**config.mk**
```make
export PLATFORM = sky130hd
export DESIGN_NAME = guineveer_mailbox
export DESIGN_NICKNAME = d
export VERILOG_FILES = /design/src/rtl/guineveer_mailbox_pkg.sv /design/src/rtl/guineveer_mailbox_fifo.sv /design/src/rtl/guineveer_mailbox.sv
export SDC_FILE = /design/constraint.sdc
export NUM_CORES = 1
export LEC_CHECK = 0
export ABC_AREA = 1
export CORE_ASPECT_RATIO = 1.4
export CORE_MARGIN = 1.5
export CORE_UTILIZATION = 45
export CTS_CLUSTER_SIZE = 12
export DETAILED_ROUTE_END_ITERATION = 6
export PLACE_DENSITY = 0.77
export SLEW_MARGIN = 20
export SYNTH_ARGS = -nofsm -noshare
export SYNTH_HDL_FRONTEND = slang
export SYNTH_SLANG_ARGS = --single-unit
export TNS_END_PERCENT = 10
```
**constraint.sdc**
```tcl
create_clock -name clk_i -period 3.3 [get_ports clk_i]
set_clock_uncertainty 0.2 [all_clocks]
set_input_delay 0.33 -clock clk_i [delete_from_list [all_inputs] [get_ports clk_i]]
set_output_delay 0.33 -clock clk_i [all_outputs]
set_load 0.1 [all_outputs]
```
**src/rtl/guineveer_mailbox_pkg.sv**
```systemverilog
// rtl/guineveer_mailbox_pkg.sv - shared types and decode constants for the simulation mailbox
package guineveer_mailbox_pkg;

  typedef enum logic [2:0] {
    ST_IDLE    = 3'd0,
    ST_WAIT_W  = 3'd1,
    ST_WAIT_AW = 3'd2,
    ST_EXEC    = 3'd3,
    ST_RESP    = 3'd4
  } state_t;

  localparam logic [1:0] RESP_OKAY   = 2'b00;
  localparam logic [1:0] RESP_SLVERR = 2'b10;

  localparam logic [7:0] CODE_PASS = 8'hFF;
  localparam logic [7:0] CODE_FAIL = 8'h01;
  localparam logic [7:0] CHAR_MIN  = 8'h06;
  localparam logic [7:0] CHAR_MAX  = 8'h7E;

  function automatic logic is_char(input logic [7:0] b);
    return (b >= CHAR_MIN) && (b <= CHAR_MAX);
  endfunction

endpackage

```
**src/rtl/guineveer_mailbox_fifo.sv**
```systemverilog
// rtl/guineveer_mailbox_fifo.sv - first-word-fall-through character FIFO
module guineveer_mailbox_fifo #(
  parameter int DEPTH = 16,
  parameter int WIDTH = 8
) (
  input  logic             clk,
  input  logic             rst,
  input  logic             push,
  input  logic [WIDTH-1:0] push_data,
  input  logic             pop,
  output logic [WIDTH-1:0] pop_data,
  output logic             full,
  output logic             empty
);

  localparam int PW = $clog2(DEPTH);

  logic [WIDTH-1:0] mem [DEPTH];
  logic [PW:0]      wr_ptr;
  logic [PW:0]      rd_ptr;
  logic             do_push;
  logic             do_pop;

  assign empty = (wr_ptr == rd_ptr);
  assign full  = (wr_ptr[PW] != rd_ptr[PW]) && (wr_ptr[PW-1:0] == rd_ptr[PW-1:0]);

  // A push while full is refused even if a pop happens in the same cycle.
  assign do_push = push && !full;
  assign do_pop  = pop && !empty;

  assign pop_data = empty ? '0 : mem[rd_ptr[PW-1:0]];

  always_ff @(posedge clk or posedge rst) begin
    if (rst) begin
      wr_ptr <= '0;
      rd_ptr <= '0;
    end else begin
      if (do_push) wr_ptr <= wr_ptr + 1'b1;
      if (do_pop)  rd_ptr <= rd_ptr + 1'b1;
    end
  end

  always_ff @(posedge clk) begin
    if (do_push) mem[wr_ptr[PW-1:0]] <= push_data;
  end

endmodule

```
**src/rtl/guineveer_mailbox.sv**
```systemverilog
// rtl/guineveer_mailbox.sv - AXI4 write-only mailbox slave producing console chars and pass/fail
module guineveer_mailbox
  import guineveer_mailbox_pkg::*;
#(
  parameter int                ID_W         = 3,
  parameter int                ADDR_W       = 32,
  parameter int                DATA_W       = 64,
  parameter logic [ADDR_W-1:0] MAILBOX_ADDR = ADDR_W'(32'h80F8_0000),
  parameter int                FIFO_DEPTH   = 16
) (
  input  logic                clk_i,
  input  logic                rst_i,
  input  logic                awvalid_i,
  output logic                awready_o,
  input  logic [ID_W-1:0]     awid_i,
  input  logic [ADDR_W-1:0]   awaddr_i,
  input  logic                wvalid_i,
  output logic                wready_o,
  input  logic [DATA_W-1:0]   wdata_i,
  input  logic [DATA_W/8-1:0] wstrb_i,
  output logic                bvalid_o,
  input  logic                bready_i,
  output logic [ID_W-1:0]     bid_o,
  output logic [1:0]          bresp_o,
  output logic                char_valid_o,
  input  logic                char_ready_i,
  output logic [7:0]          char_data_o,
  output logic                pass_o,
  output logic                fail_o,
  output logic [15:0]         char_count_o
);

  state_t          state;
  logic            ready_en;
  logic [ID_W-1:0] aw_id;
  logic            aw_hit;
  logic [7:0]      w_byte;
  logic            w_lane0;
  logic            aw_fire;
  logic            w_fire;
  logic            printable;
  logic            fifo_full;
  logic            fifo_empty;
  logic            push;
  logic            unused_bits;

  assign unused_bits = ^{wdata_i[DATA_W-1:8], wstrb_i[DATA_W/8-1:1]};

  // ready_en keeps both ready outputs low until the first edge after reset.
  assign awready_o = ready_en && ((state == ST_IDLE) || (state == ST_WAIT_AW));
  assign wready_o  = ready_en && ((state == ST_IDLE) || (state == ST_WAIT_W));
  assign aw_fire   = awvalid_i && awready_o;
  assign w_fire    = wvalid_i && wready_o;
  assign bvalid_o  = (state == ST_RESP);

  assign printable    = aw_hit && w_lane0 && is_char(w_byte);
  assign push         = (state == ST_EXEC) && printable && !fifo_full;
  assign char_valid_o = !fifo_empty;

  guineveer_mailbox_fifo #(
    .DEPTH (FIFO_DEPTH),
    .WIDTH (8)
  ) u_fifo (
    .clk       (clk_i),
    .rst       (rst_i),
    .push      (push),
    .push_data (w_byte),
    .pop       (char_ready_i),
    .pop_data  (char_data_o),
    .full      (fifo_full),
    .empty     (fifo_empty)
  );

  always_ff @(posedge clk_i or posedge rst_i) begin
    if (rst_i) begin
      state        <= ST_IDLE;
      ready_en     <= 1'b0;
      aw_id        <= '0;
      aw_hit       <= 1'b0;
      w_byte       <= '0;
      w_lane0      <= 1'b0;
      bid_o        <= '0;
      bresp_o      <= RESP_OKAY;
      pass_o       <= 1'b0;
      fail_o       <= 1'b0;
      char_count_o <= '0;
    end else begin
      ready_en <= 1'b1;
      if (aw_fire) begin
        aw_id  <= awid_i;
        aw_hit <= (awaddr_i == MAILBOX_ADDR);
      end
      if (w_fire) begin
        w_byte  <= wdata_i[7:0];
        w_lane0 <= wstrb_i[0];
      end
      if (push) char_count_o <= char_count_o + 16'd1;

      case (state)
        ST_IDLE: begin
          if (aw_fire && w_fire) state <= ST_EXEC;
          else if (aw_fire)      state <= ST_WAIT_W;
          else if (w_fire)       state <= ST_WAIT_AW;
        end
        ST_WAIT_W:  if (w_fire)  state <= ST_EXEC;
        ST_WAIT_AW: if (aw_fire) state <= ST_EXEC;
        ST_EXEC: begin
          // A printable byte waits here until the FIFO has room.
          if (!(printable && fifo_full)) begin
            state   <= ST_RESP;
            bid_o   <= aw_id;
            bresp_o <= aw_hit ? RESP_OKAY : RESP_SLVERR;
            if (aw_hit && w_lane0) begin
              if (w_byte == CODE_PASS && !fail_o) pass_o <= 1'b1;
              if (w_byte == CODE_FAIL && !pass_o) fail_o <= 1'b1;
            end
          end
        end
        ST_RESP:    if (bready_i) state <= ST_IDLE;
        default:    state <= ST_IDLE;
      endcase
    end
  end

endmodule

```
==> metrics.yaml <==
clock_tree:
  clkTransAtPathRegs_ns: 0.07
  root_buffer: "clkbuf_16"
  cts_resized: 0
  cts.sinks: 177
  clockBufferDepth: 2
  cts_max_level: 4
  tritoncts: "built"
  cts_hold_buffers: 0
  cts_made_buffers: 17
  clk_latency_ns: 0.43
  cts_setup_buffers: 0
setup_path:
  path_max_fanout: 18
  worstPathRequired_ns: 2.77
  critPathMaxStageDelay_ns: 0.48
  path_cells: "inv_2 > nand2_1 > nand2_1 > nor2_2 > nand3_1 > inv_1 > a21oi_1 > buf_12"
  cp-end-kind: "output pin"
  crit_top_cell: "nand2_1"
  reg2reg_from: "w_byte[3]"
  r2r_cells: 9
  reg2reg_slack_ns: 0.60
  startpoint_type: "register"
  critPathLaunch: "u_fifo.rd_ptr[1]"
  critPathTopFamily: "buffers and inverters"
  crit_arrival_ns: 2.47
  r2r_end: "char_count_o[7]"
  path_class: "register to output pin"
  slowest_stage: "dfrtp_1"
  critPathBufInv: 3
power_and_ir_drop:
  switching_share: 0.433
  p_clk_frac: 0.220
  power_density_nw_per_um2: 898
  p_leak_uw: 0.00369
  seqPwrFrac: 0.356
  combPwrFrac: 0.424
  peakVddDrop_mv: 0.479
  p_sw_uw: 3730
  power.internal_uw: 4890
final_layout:
  syn2layout_area_growth_pct: 23.0
  diodes: 0
  drive_above_1_share: 0.122
  layout.cells.most_common: "nand2_1"
  layoutNonFillerInstCount: 1091
  nets: 966
  layout_common_cells: "nand2_1 (150), edfxtp_1 (128), nor2_1 (108)"
  final_area_um2: 9600
  nFillCells: 1331
  regArea_um2: 5070
  multi_input_area_um2: 2380
grt:
  grt.met3_usage: 0.0408
  track_usage: 0.189
  top_usage_layer: "met2"
  use_met2: 0.314
  grt_pass1_wl_mm: 26.4
  grt_pass1_vias: 5482
  overflow: 0
  met1_usage: 0.225
  antenna_found_initial: 0
  grt_max_degree: 65
drt:
  avgViaCountPerCell: 5.25
  wl_per_cell_um: 15.1
  ant_nets: 0
  drc: 0
  num_vias: 5728
  drt_iter0_drc: 364
  wirelength_mm: 16.5
  firstDrtPassIters: 5
placement:
  portBuffers: 83
  place_area_um2: 9030
  hpwl_mm: 10.9
  placed_cells: 1060
  gp_congestion: 0.805
yosys:
  synth_cell_types: 34
  synthCells: 749
  synth_area_um2: 7800
  synth.area.top_cells: "edfxtp_1 (49%), dfrtp_1 (16%), nand2_1 (7.2%)"
  synth-seq-cells: 177
  netlist.area_leader.share: 0.493
  yosysWarnings: 0
  synth_fp_nets: 868
  avgSynthCellArea_um2: 10.4
  ys_seq_area_frac: 0.650
  yosys.area.top_type: "edfxtp_1"
sta:
  max-slew-margin-rel: 0.337
  fin_crit_ns: 3.00
  rsz0062_at_grt: "no"
  max_freq_mhz: 333
  hold_violations: 0
  setup_violations: 0
  tightest_slew_ns: 0.992
  maxSlewViolCount: 0
  fin_crit_sh: 0.910
run_status:
  run_status: "completed"
die:
  rows: 56
  core_um2: 16900
  ioPinCount: 148
  fp.dieArea_um2: 18200
  start_util: 0.462
  die_x_um: 114
  dieHeight_um: 159
min_path:
  hp-class: "input pin to asynchronous set/reset pin"
job:
  cap_violations: 0
## state kept, by name (all words and copies together), names as in the netlist
signal	flops
state	3
pass_o	1
aw_hit	1
w_lane0	1
bresp_o	1
u_fifo.rd_ptr	5
char_count_o	16
u_fifo.mem	128
w_byte	8
aw_id	3
u_fifo.wr_ptr	5
ready_en	1
fail_o	1
bid_o	3
## final cells by class
cell class / count / area share
timing repair buffer: 108 / 0.113
inverter: 52 / 0.0205
tap: 232 / 0.0302
sequential: 177 / 0.528
clock inverter: 14 / 0.0150
clock buffer: 17 / 0.0443
multi-input combinational: 491 / 0.248
## logic make-up (layout without fill, tap and decap cells)
kind of cell               count (synthesis)  in the layout  synth area share
and+or+nand+nor                          327            327             0.174
buffers and inverters                     81            191            0.0447
other                                      2              2          0.000962
AOI/OAI and AO/OA                        135            135            0.0973
xor gates and xnor gates                  21             21            0.0236
DFF                                      177            177             0.650
adders and majority gates                  6              6           0.00962
## power by group through the flow
stage | logic (uW) | registers [uW] | clock network [uW]
floorplan | 2320 | 3150 | 0
global route | 3910 | 3100 | 2000
finish | 3660 | 3070 | 1900
global placement | 3590 | 3100 | 0
CTS | 3670 | 3060 | 1920
detailed placement | 3660 | 3110 | 0
## Yosys cell counts (all sizes together)
| library cell | number |
|---|---|
| o21ai | 92 |
| o21a | 1 |
| nand3b | 2 |
| buf | 21 |
| o22ai | 16 |
| inv | 51 |
| nor2 | 111 |
| nand3 | 28 |
| edfxtp | 128 |
| conb | 2 |
| a211oi | 1 |
| xor2 | 13 |
| nand4 | 4 |
| xnor2 | 8 |
| ha | 6 |
| nor4 | 6 |
| o211ai | 16 |
| nor3 | 23 |
| dfrtp | 49 |
| clkinv | 1 |
| a21oi | 9 |
| nand2 | 153 |
| clkbuf | 8 |
## routing by layer
metal / up-vias / wire length [um] / share of wire
met5: - / 0 / 0
met4: 0 / 683 / 0.041
met3: 44 / 1090 / 0.066
met2: 214 / 8260 / 0.50
met1: 2714 / 6480 / 0.39
li1: 2756 / - / -
## through the flow
stage	setup TNS (ns)	util	setup slack [ns]	hold slack, ns	total power, uW
final	0	0.568	0.296	0.165	8620
after floorplan	-4.91	-	-0.544	0.240	5470
after detailed placement	0	0.535	0.629	0.272	6760
after CTS	0	0.568	0.311	0.239	8640
after global routing	0	0.568	0.200	0.240	9010
after global placement	0	0.535	0.683	0.266	6690
## worst max-delay path by stage
stage,endpoint,slack (ns),cells past startpoint
after CTS,char_data_o[7],0.31,8
after floorplan,char_data_o[0],-0.54,7
after global routing,char_data_o[0],0.20,8
after detailed placement,char_count_o[7],0.63,9
after global placement,u_fifo.mem[10][6],0.68,7
final,char_data_o[6],0.30,8
(Power assumes the default switching activity.)
